==> config.mk <==
export PLATFORM = sky130hd
export DESIGN_NAME = udp_panel_reader
export DESIGN_NICKNAME = d
export VERILOG_FILES = /design/src/rtl/udp_panel_reader.sv
export SDC_FILE = /design/constraint.sdc
export NUM_CORES = 1
export LEC_CHECK = 0
export CAP_MARGIN = 20
export CORE_MARGIN = 4
export CORE_UTILIZATION = 55
export DETAILED_ROUTE_END_ITERATION = 7
export GPL_TIMING_DRIVEN = 0
export PLACE_DENSITY_LB_ADDON = 0.2
export SYNTH_ARGS = -nofsm -noshare
export SYNTH_HDL_FRONTEND = slang
export SYNTH_SLANG_ARGS = --single-unit
==> constraint.sdc <==
create_clock -name clock -period 7 [get_ports clock]
set_clock_uncertainty 0.1 [all_clocks]
set_input_delay 0.7 -clock clock [delete_from_list [all_inputs] [get_ports clock]]
set_output_delay 0.7 -clock clock [all_outputs]
set_load 0.1 [all_outputs]
==> src/rtl/udp_panel_reader.sv <==
// Reads a run of consecutive panel words over the ctrl read port and streams them as 4-byte
// {addr, data} records into the UDP sink. Define UDP_READER_HEADER_EN to prefix a 2-byte word count.
module udp_panel_reader #(
   parameter int NUM_PANELS = 9,
   parameter int RD_LATENCY = 1
) (
   input  logic                  clock,
   input  logic                  reset_n,
   input  logic                  start,
   input  logic [15:0]           start_addr,
   input  logic [15:0]           word_count,
   input  logic [3:0]            panel_sel,
   output logic                  busy,
   output logic                  done,
   output logic                  error,
   output logic [NUM_PANELS-1:0] ctrl_rd_en,
   output logic [15:0]           ctrl_addr,
   input  logic [23:0]           ctrl_rdat,
   output logic                  udp1_sink_valid,
   output logic                  udp1_sink_last,
   input  logic                  udp1_sink_ready,
   output logic [7:0]            udp1_sink_data
);
   localparam logic [4:0]            LP_NUM_PANELS = 5'(NUM_PANELS);
   localparam logic [2:0]            LP_RD_LAT     = 3'(RD_LATENCY);
   localparam logic [NUM_PANELS-1:0] LP_ONE        = {{(NUM_PANELS-1){1'b0}}, 1'b1};

   typedef enum logic [2:0] {
      S_IDLE,
`ifdef UDP_READER_HEADER_EN
      S_HDR,
`endif
      S_READ,
      S_WAIT,
      S_SEND
   } state_t;

`ifdef UDP_READER_HEADER_EN
   localparam state_t LP_FIRST = S_HDR;
`else
   localparam state_t LP_FIRST = S_READ;
`endif

   state_t      r_state, w_next;
   logic [15:0] r_addr, r_remain;
   logic [3:0]  r_panel;
   logic [2:0]  r_lat_cnt;
   logic [1:0]  r_byte;
   logic [31:0] r_hold;
   logic        r_busy, r_done, r_error;
   logic        w_accept, w_valid, w_fire, w_final, w_unused;

   assign w_accept = ({1'b0, panel_sel} < LP_NUM_PANELS) && (word_count != 16'd0);
   assign w_final  = (r_remain == 16'd1);
   assign w_unused = ^ctrl_rdat[23:16];
`ifdef UDP_READER_HEADER_EN
   assign w_valid  = (r_state == S_SEND) || (r_state == S_HDR);
`else
   assign w_valid  = (r_state == S_SEND);
`endif
   // valid comes only from state, so it never depends on ready
   assign w_fire          = w_valid && udp1_sink_ready;
   assign udp1_sink_valid = w_valid;
   assign ctrl_addr       = r_addr;
   assign busy            = r_busy;
   assign done            = r_done;
   assign error           = r_error;

   always_ff @(posedge clock or negedge reset_n) begin
      if (!reset_n) r_state <= S_IDLE;
      else          r_state <= w_next;
   end

   always_comb begin
      w_next         = r_state;
      ctrl_rd_en     = '0;
      udp1_sink_last = 1'b0;
      udp1_sink_data = 8'h00;
      case (r_state)
         S_IDLE: if (start && w_accept) w_next = LP_FIRST;
`ifdef UDP_READER_HEADER_EN
         S_HDR: begin
            udp1_sink_data = (r_byte == 2'd0) ? r_remain[15:8] : r_remain[7:0];
            if (w_fire && r_byte == 2'd1) w_next = S_READ;
         end
`endif
         S_READ: begin
            ctrl_rd_en = LP_ONE << r_panel;
            w_next     = S_WAIT;
         end
         S_WAIT: if (r_lat_cnt == LP_RD_LAT) w_next = S_SEND;
         S_SEND: begin
            case (r_byte)
               2'd0:    udp1_sink_data = r_hold[31:24];
               2'd1:    udp1_sink_data = r_hold[23:16];
               2'd2:    udp1_sink_data = r_hold[15:8];
               default: udp1_sink_data = r_hold[7:0];
            endcase
            udp1_sink_last = (r_byte == 2'd3) && w_final;
            if (w_fire && r_byte == 2'd3) w_next = w_final ? S_IDLE : S_READ;
         end
         default: w_next = S_IDLE;
      endcase
   end

   always_ff @(posedge clock or negedge reset_n) begin
      if (!reset_n) begin
         r_addr    <= 16'd0;
         r_remain  <= 16'd0;
         r_panel   <= 4'd0;
         r_lat_cnt <= 3'd0;
         r_byte    <= 2'd0;
         r_hold    <= 32'd0;
         r_busy    <= 1'b0;
         r_done    <= 1'b0;
         r_error   <= 1'b0;
      end else begin
         r_done  <= 1'b0;
         r_error <= 1'b0;
         case (r_state)
            S_IDLE: if (start) begin
               if (w_accept) begin
                  r_addr   <= start_addr;
                  r_remain <= word_count;
                  r_panel  <= panel_sel;
                  r_byte   <= 2'd0;
                  r_busy   <= 1'b1;
               end else begin
                  r_error  <= 1'b1;
               end
            end
`ifdef UDP_READER_HEADER_EN
            S_HDR: if (w_fire) r_byte <= (r_byte == 2'd1) ? 2'd0 : r_byte + 2'd1;
`endif
            S_READ: r_lat_cnt <= 3'd1;
            S_WAIT: begin
               if (r_lat_cnt == LP_RD_LAT) r_hold    <= {r_addr, ctrl_rdat[15:0]};
               else                        r_lat_cnt <= r_lat_cnt + 3'd1;
            end
            S_SEND: if (w_fire) begin
               // byte index wraps 3->0, ready for the next record
               r_byte <= r_byte + 2'd1;
               if (r_byte == 2'd3) begin
                  r_remain <= r_remain - 16'd1;
                  r_addr   <= r_addr + 16'd1;
                  if (w_final) begin
                     r_busy <= 1'b0;
                     r_done <= 1'b1;
                  end
               end
            end
            default: ;
         endcase
      end
   end
endmodule

==> results of run 1 <==
-- cell families (layout without fill, tap and decap cells) --
family / Yosys count / count (layout) / synth area share (%)
and+or+nand+nor: 174 / 174 / 19.3
AOI/OAI and AO/OA: 133 / 133 / 21.1
DFF: 78 / 78 / 42.6
buffers and inverters: 47 / 157 / 4.29
muxes: 36 / 36 / 8.88
adders and majority gates: 13 / 13 / 3.55
xor gates and xnor gates: 1 / 1 / 0.191
-- area by class of cell --
type | count | area (sq um) | area share (%)
multi-input cells | 357 | 2430 | 41.7
flip-flops and latches | 78 | 1950 | 33.5
repair buffers | 94 | 943 | 16.2
plain buffers | 30 | 133 | 2.27
well taps | 105 | 131 | 2.25
clock buffers | 9 | 124 | 2.12
inverters | 17 | 63.8 | 1.09
clock inverters | 7 | 55.1 | 0.944
-- per-layer routing --
| layer | up-vias | share of wire [%] |
|---|---|---|
| met5 | - | 0 |
| met4 | 0 | 2.9 |
| met1 | 2161 | 39 |
| li1 | 2037 | - |
| met2 | 275 | 49 |
| met3 | 47 | 9.1 |
-- cells in the mapped netlist (all sizes together) (3+ instances only) --
cell,number,area [sq um]
a22o,4,35.0
nor4b,3,26.3
and2,5,31.3
a31oi,7,43.8
nor3,17,90.1
o22ai,6,37.5
o21ai,26,130
nand2,32,120
nand3,15,75.1
inv,16,60.1
a211oi,8,65.1
mux2,34,387
ha,13,163
o31ai,7,52.6
nor2b,5,31.3
nand4,7,43.8
nor4,10,68.8
dfrtp,78,1950
a311oi,3,45.0
o311ai,3,26.3
a222oi,8,80.1
and3,5,31.3
o21a,3,22.5
clkbuf,23,87.6
buf,7,45.0
or4,10,82.6
a21oi,31,159
a221o,4,40.0
nor2,54,203
-- critical path, cell delays in order, from the launching register on --
cell and delay [ps]:
dfrtp_1 420, ha_1 200, clkbuf_1 380, clkbuf_1 510, clkbuf_1 560, nand2_1 110
nor2_1 130, clkdlybuf4s50_1 1170
-- per-stage QoR --
step	setup WS, ps	instance area, sq um
after floorplan	2600	4580
after global placement	2280	5630
after detailed placement	2900	5650
after CTS	2480	5830
after global routing	2270	5830
final	2360	5830
-- power by group through the flow --
| stage | sequential, uW | clock, uW | combinational (uW) |
|---|---|---|---|
| after floorplan | 1150 | 0 | 997 |
| after global placement | 877 | 0 | 1700 |
| after detailed placement | 893 | 0 | 1740 |
| after CTS | 886 | 323 | 1750 |
| after global routing | 925 | 341 | 1870 |
| final | 893 | 319 | 1760 |
-- flip-flops by register name (all words and copies together) (netlist names), 2 cells and up --
| signal | flops |
|---|---|
| r_hold | 32 |
| ctrl_addr | 16 |
| r_remain | 16 |
| r_panel | 4 |
| r_lat_cnt | 3 |
| r_byte | 2 |
| r_state | 2 |
-- path summary, 6_finish.rpt --
path,startpoint,endpoint,slack (ps),cells after the start
setup / recovery,r_state[0]$_DFFE_PN0P_,udp1_sink_last,2360,7
hold / removal,reset_n,done$_DFF_PN0_,220,1
setup reg to reg,r_state[0]$_DFFE_PN0P_,r_remain[14]$_DFFE_PN0P_,4240,8
hold reg to reg,r_hold[24]$_DFFE_PN0P_,r_hold[24]$_DFFE_PN0P_,400,2
max in group asynchronous,reset_n,r_hold[16]$_DFFE_PN0P_,5970,2
min in group clock,r_hold[24]$_DFFE_PN0P_,r_hold[24]$_DFFE_PN0P_,400,2
==> results.json, run 1 <==
{
  "ys_seq_area_share_pct": 42.6,
  "crit_arrival_ps": 3840,
  "power_uw": 2980,
  "synthArstFlopShare_pct": 100,
  "grt_pass1_vias": 4472,
  "syn_area_per_cell_sq_um": 9.50,
  "cp_data_required_time_ps": 6200,
  "ys_types": 68,
  "die_area_sq_um": 9840,
  "rsz0062_at_grt": "false",
  "drc": 1,
  "slew_violations": 0,
  "layout_commonest_cell": "clkdlybuf4s50_1",
  "clock_latency_ps": 360,
  "post_cts_buffers": 0,
  "numPortBuffers": 92,
  "root_buffer": "clkbuf_8",
  "final_cell_mix": "clkdlybuf4s50_1 (91), dfrtp_1 (78), nor2_1 (54), mux2_2 (33), nand2_1 (32)",
  "place_inst": 681,
  "hp-class": "in2async",
  "hold_ws_ps": 225,
  "cts-resized-gates": 0,
  "grt_max_degree": 42,
  "num_io_pins": 102,
  "num-nets-final": 664,
  "synth_cells": 482,
  "maxCapViolations": 0,
  "wl_per_cell_um": 20.2,
  "power_density_nw_per_um2": 510,
  "num-fill-cells": 605,
  "p_comb_share_pct": 59.3,
  "p_int_uw": 1390,
  "ys_seq_elements": 78,
  "p_switching_uw": 1590,
  "maxSlewHeadroom_pct": 33.9,
  "crit_type": "reg2out",
  "cts_buffers": 9,
  "clock_path_buffers": 2,
  "violations": "DRC",
  "power_frac_seq_pct": 30.0,
  "setup_viol": 0,
  "synth-edff-count": 0,
  "chipHeight_um": 99.2,
  "grt_overflow": 0,
  "busiest_layer": "met2",
  "grt.met1_usage_pct": 37.2,
  "grt_usage_pct": 29.0,
  "clk_pin_slew_worst_paths_ps": 90,
  "row_count": 33,
  "hold_viol_final": 0,
  "cp-start-kind": "register",
  "grt_use_met2_pct": 48.1,
  "wirelength_um": 14100,
  "die_w_um": 99.2,
  "vias_per_cell": 6.48,
  "fmax_ghz": 0.216,
  "pwr-share-clk_pct": 10.7,
  "p_leak_uw": 0.00228,
  "fin_cells": 697,
  "antenna_found_initial": 0,
  "syn_nets": 559,
  "end_kind": "output pin",
  "antenna_left": 0,
  "cts_hold_buf": 0,
  "period_needed_ps": 4640,
  "htreeDepth": 3,
  "drt_iter0_markers": 371,
  "via_count": 4520,
  "status": "complete, but fails checks",
  "max-vdd-ir-drop_mv": 0.213,
  "area_growth_pct": 27.4,
  "start_util_pct": 56.0,
  "grtUsageMet3_pct": 5.89,
  "yosysWarnings": 0,
  "worstMarginPinSlew_ps": 988,
  "finalWeightedCongestion": 0.892,
  "grt_first_pass_wirelength_um": 22600,
  "diodes": 0,
  "cts_sinks": 78,
  "dp_hpwl_um": 10300,
  "drive_above_1_share_pct": 12.5,
  "core-area_sq_um": 8180,
  "p_sw_share_pct": 53.4,
  "synth_ff_type": "dfrtp_1",
  "first_pass_iters": 8,
  "cts_tree": "yes",
  "cp_max_fo": 10,
  "syn_area_sq_um": 4580,
  "period_share_pct": 66.2,
  "final_util_pct": 71.3,
  "tns_ps": 0
}
Note: power is estimated with default switching activity, not from simulation.
==> run 2: changes to the inputs <==
Settings changed: CORE_UTILIZATION 55 to 51.
Clock period 7 ns to 4.3 ns, I/O delays scaled along.
==> results.json, run 2 (synthesis results as in run 1) <==
{
  "max-vdd-ir-drop_mv": 0.328,
  "maxSlewHeadroom_pct": 34.1,
  "slew_violations": 0,
  "final_cell_mix": "clkdlybuf4s50_1 (90), dfrtp_1 (78), nor2_1 (54), mux2_2 (33), nand2_1 (32)",
  "hp-class": "reg2reg",
  "rsz0062_at_grt": "false",
  "area_growth_pct": 28.9,
  "grt_usage_pct": 26.9,
  "drc": 0,
  "largest_register_ff_count": 32,
  "worstPathCellList": "ha_1, clkbuf_1, clkbuf_1, clkbuf_1, nand2_1, nor2_1, dlygate4sd2_1",
  "grtUsageMet3_pct": 4.60,
  "vias_per_cell": 6.26,
  "cp_data_required_time_ps": 3770,
  "antenna_found_initial": 0,
  "die_w_um": 103,
  "die_area_sq_um": 10600,
  "clock_path_buffers": 2,
  "slowest_delay_ps": 870,
  "p_sw_share_pct": 51.7,
  "drive_above_1_share_pct": 12.5,
  "p_int_uw": 2390,
  "row_count": 34,
  "worstMarginPinSlew_ps": 986,
  "largest-register": "r_hold",
  "cts_sinks": 78,
  "crit_type": "reg2out",
  "drt_iter0_markers": 457,
  "clk_pin_slew_worst_paths_ps": 80,
  "root_buffer": "clkbuf_8",
  "power_density_nw_per_um2": 839,
  "wl_per_cell_um": 19.9,
  "period_needed_ps": 4030,
  "end_kind": "output pin",
  "maxCapViolations": 0,
  "grt_overflow": 0,
  "grt_max_degree": 43,
  "p_switching_uw": 2560,
  "grt_use_met2_pct": 44.8,
  "cp_slowest_cell": "dlygate4sd2_1",
  "chipHeight_um": 103,
  "numPortBuffers": 92,
  "p_leak_uw": 0.00231,
  "dp_hpwl_um": 10200,
  "antenna_left": 0,
  "period_share_pct": 93.8,
  "grt.met1_usage_pct": 36.2,
  "finalWeightedCongestion": 0.885,
  "wirelength_um": 13900,
  "placed_cell_area_sq_um": 5660,
  "p_comb_share_pct": 57.7,
  "diodes": 0,
  "via_count": 4387,
  "setup_viol": 0,
  "first_pass_iters": 5,
  "status": "finished, final reports clean",
  "power_frac_seq_pct": 29.3,
  "htreeDepth": 3,
  "hold_viol_final": 0,
  "clock_latency_ps": 360,
  "cp-start-kind": "register",
  "busiest_layer": "met2",
  "core-area_sq_um": 8720,
  "cts_tree": "yes",
  "grt_pass1_vias": 4283,
  "tns_ps": 0,
  "pwr-share-clk_pct": 13.0,
  "layout_commonest_cell": "clkdlybuf4s50_1",
  "num-nets-final": 665,
  "crit_arrival_ps": 3500,
  "num_io_pins": 102,
  "crit_path_frequent_cell": "clkbuf_1",
  "grt_first_pass_wirelength_um": 21900,
  "cts_buffers": 9,
  "design_area_sq_um": 5900,
  "post_cts_buffers": 0,
  "cp_max_fo": 10,
  "fmax_ghz": 0.248,
  "start_util_pct": 52.5
}
## run 2: layout make-up
cell class | count | area [sq um]
Timing Repair Buffer | 95 | 955
Tap cell | 108 | 135
Clock buffer | 10 | 138
Buffer | 30 | 133
Inverter | 17 | 63.8
Multi-Input combinational cell | 357 | 2430
Fill cell | 709 | 2820
Clock inverter | 6 | 93.8
Sequential cell | 78 | 1950
## run 2: critical path: cells and delay by family, from the launching register on
family	cells	cell delay (ps)
adder cells (fa/ha/maj)	1	200
AND/OR/NAND/NOR	2	250
flip-flops	1	410
buffers and inverters	4	2280
## run 2: stage by stage
| step | util, % | cells | setup slack (ps) | hold WS, ps | power, uW |
|---|---|---|---|---|---|
| 2_1_floorplan | - | 482 | 167 | 34.4 | 3500 |
| 3_3_place_gp | 64.6 | 682 | -102 | 373 | 4200 |
| 3_5_place_dp | 64.9 | 684 | 424 | 338 | 4280 |
| 4_1_cts | 67.6 | 701 | 281 | 394 | 4930 |
| 5_1_grt | 67.6 | 701 | 82.1 | 422 | 5240 |
| 6_report | 67.6 | 701 | 265 | 392 | 4950 |
## run 2: worst paths after layout
| check | startpoint | end | slack (ps) | depth (start not counted) |
|---|---|---|---|---|
| setup / recovery | r_state[1]$_DFFE_PN0P_ | udp1_sink_last | 270 | 7 |
| hold / removal | r_hold[24]$_DFFE_PN0P_ | r_hold[24]$_DFFE_PN0P_ | 390 | 2 |
| setup reg to reg | r_state[1]$_DFFE_PN0P_ | r_remain[6]$_DFFE_PN0P_ | 1520 | 8 |
| hold reg to reg | r_hold[24]$_DFFE_PN0P_ | r_hold[24]$_DFFE_PN0P_ | 390 | 2 |
| max in group asynchronous | reset_n | r_hold[22]$_DFFE_PN0P_ | 3010 | 3 |
| min in group asynchronous | reset_n | r_state[1]$_DFFE_PN0P_ | 490 | 2 |
## run 2: what timing repair did
action / CTS / global route
hold endpoints to repair: 36 / 0
endpoints found under the setup margin: 1 / 0
hold buffers: 1 / 0
resized for setup: 1 / 0
## run 2: layer usage
layer  vias to the layer above  wire (um)
met5                         -          0
met4                         0        317
met1                      2086       5920
met2                       223       6600
li1                       2045          -
met3                        33       1100
## run 2: power by group through the flow
stage,combinational [uW],clock [uW],sequential (uW)
final,2850,644,1450
after detailed placement,2830,0,1460
after global placement,2770,0,1430
after floorplan,1620,0,1880
after CTS,2840,651,1440
after global routing,3060,685,1500
==> RTL change, RTL diff (flow settings as in run 2) <==
The option `UDP_READER_HEADER_EN` is turned on by a define.
--- a/src/rtl/udp_panel_reader.sv
+++ b/src/rtl/udp_panel_reader.sv
@@ -2,2 +2,4 @@
 // {addr, data} records into the UDP sink. Define UDP_READER_HEADER_EN to prefix a 2-byte word count.
+`define UDP_READER_HEADER_EN
+
 module udp_panel_reader #(
Formal check against the unedited RTL: not equivalent (a bounded check fails within 4 cycles, from zero or initial values and one cycle with reset_n low).
==> RTL change against run 2 <==
First-iteration DRC count fell by 30%. Routed wire length fell by 2.0%. Sequential share of layout area rose by 1.2 points. Final area fell by 2.3%. Area after synthesis fell by 2.5%. Worst setup slack barely moved. Sequential cell count rose by 1. Total power fell by 3.4%. Via count fell by 2.6%. Maximum frequency barely moved. Critical endpoint is now udp1_sink_data[7].
==> RTL change: results (changes against run 2) <==
[metrics] internal reg-to-reg setup slack: 1890 ps (was 1520 ps)
[metrics] Overall Global Routing Usage: 26.77% (was 26.94%)
[metrics] first-pass GRT wire length: 21.18 mm (was 21.89 mm)
[metrics] total CTS buffers: 9 (unchanged)
[metrics] GP Congestion: 0.9832 (was 0.8854)
[metrics] leading post-synthesis cells by cell area: dfrtp_1 44%, mux2_2 9.1%, a21oi_1 4.5% (was dfrtp_1 43%, mux2_2 8.1%, nor2_1 4.4%)
[metrics] Starting DRT DRC Count: 319 (was 457)
[metrics] ranking of synthesized cells by instance count: 79 x dfrtp_1, 40 x a21oi_1, 37 x nand2_1 (was 78 x dfrtp_1, 54 x nor2_1, 33 x mux2_2)
[metrics] distinct cell type count after synthesis: 60 (was 68)
[metrics] library cell used as clock root buffer: clkbuf_8 (unchanged)
[metrics] fraction of the yosys area taken by sequential cells: 44.31% (was 42.65%)
[metrics] I/O Buffers: 93 (was 92)
[metrics] Cells on Worst Hold Path: 1 (was 2)
[metrics] placed cell area: 5542 sq um (was 5658 sq um)
[metrics] worst hold endpoint: r_hold[0]$_DFFE_PN0P_ (was r_hold[24]$_DFFE_PN0P_)
[metrics] origin of the critical flop-to-flop path: r_lat_cnt[1]$_DFFE_PN0P_ (was r_state[1]$_DFFE_PN0P_)
[metrics] Post-Layout Cell Count: 681 (was 701)
[metrics] critical register-to-register path endpoint: r_hold[14]$_DFFE_PN0P_ (was r_remain[6]$_DFFE_PN0P_)
[metrics] post-detailed-route wirelength per cell: 20.06 um (was 19.88 um)
[metrics] synthesized instance count: 465 (was 482)
[metrics] vias in the first global route: 4103 (was 4283)
[metrics] proportion of layout cells with a drive suffix above 1: 14.24% (was 12.48%)
[metrics] fillcell total: 648 (was 709)
[metrics] number of nets in the finished design: 644 (was 665)
[metrics] largest voltage drop on the vdd net: 0.4041 mV (was 0.3281 mV)
[metrics] largest net degree at the start of global routing: 42 (was 43)
[metrics] Cell Count Post-Placement: 664 (was 684)
[metrics] drt pass-1 iters: 6 (was 5)
[metrics] Largest Register: r_hold (unchanged)
[metrics] number of setup buffers added after CTS: 0 (unchanged)
[metrics] HPWL after detailed placement: 9.998 mm (was 10.18 mm)
[metrics] Worst Min Path Start: r_hold[0]$_DFFE_PN0P_ (was r_hold[24]$_DFFE_PN0P_)
[metrics] vias: 4273 (was 4387)
[metrics] Max-slew headroom: 31.94% (was 34.09%)
[metrics] leakage power: 2.411 nW (was 2.314 nW)
[metrics] outcome: completed (unchanged)
[metrics] largest fanout on the critical path: 10 (unchanged)
[metrics] net switching power: 2.534 mW (was 2.557 mW)
[metrics] synthesized netlist net count: 538 (was 559)
-- RTL change: kinds of logic (layout without fill, tap and decap cells) --
| group | count (synthesis) | count (layout) | share of synthesized area [%] |
|---|---|---|---|
| adders and majority gates | 9 | 9 | 2.524 |
| and+or+nand+nor | 142 | 142 | 16.24 |
| buffers and inverters | 47 | 158 | 5.132 |
| AOI/OAI and AO/OA | 141 | 141 | 20.25 |
| DFF | 79 | 79 | 44.31 |
| muxes | 47 | 47 | 11.55 |
-- RTL change: power by group through the flow --
stage          clock, mW  sequential (mW)  combinational, mW
2_1_floorplan          0             1.87               1.53
6_report           0.597             1.48               2.70
4_1_cts            0.607             1.47               2.70
3_5_place_dp           0             1.48               2.68
3_3_place_gp           0             1.45               2.64
5_1_grt            0.634             1.52               2.86
-- RTL change: area by class of cell --
cell class / instances / share of cell area (%)
Sequential cell: 79 / 34.30
Multi-Input combinational cell: 339 / 39.14
Tap cell: 105 / 2.279
Buffer: 36 / 3.256
Clock inverter: 7 / 1.454
Clock buffer: 9 / 2.149
Inverter: 11 / 0.7163
Timing Repair Buffer: 95 / 16.71
-- RTL change: how the worst max path moves through the flow --
stage	depth (start not counted)	from	end	slack, ps
floorplan	6	r_state[0]$_DFFE_PN0P_	udp1_sink_last	290
global placement	1	reset_n	ctrl_addr[5]$_DFFE_PN0P_	-150
detailed placement	9	r_byte[0]$_DFFE_PN0P_	udp1_sink_data[3]	550
CTS	9	r_byte[0]$_DFFE_PN0P_	udp1_sink_data[2]	120
global route	7	r_byte[0]$_DFFE_PN0P_	udp1_sink_data[7]	80
finish	7	r_byte[0]$_DFFE_PN0P_	udp1_sink_data[7]	270
-- RTL change: critical path, stage by stage (launching register included) --
cell	delay, ps
dfrtp_1	440
inv_1	100
ha_1	140
clkbuf_1	260
buf_1	560
mux2i_1	240
o22ai_1	210
clkdlybuf4s50_1	1170
-- RTL change: what timing repair did --
| action | CTS | global route |
|---|---|---|
| resized for setup | 0 | 2 |
| hold buffers | 1 | 0 |
| hold endpoints to repair | 40 | 0 |
| endpoints found under the setup margin | 0 | 2 |
-- RTL change: stage by stage --
stage / util (%) / hold WS (ps) / worst slack [ps]
after global routing: 68.77 / 433.1 / 84.91
after CTS: 68.71 / 423.1 / 115.5
after global placement: 65.91 / 390.0 / -147.7
after detailed placement: 66.11 / 336.8 / 551.5
final: 68.77 / 423.9 / 265.3
after floorplan: - / 34.41 / 292.0
-- RTL change: metal layers --
layer	part of all wire (%)	vias up	track usage, %
met5	0	-	0
met4	1.6	0	9.202
met3	9.0	19	4.752
met2	47	213	42.45
met1	42	2096	37.16
li1	-	1945	-
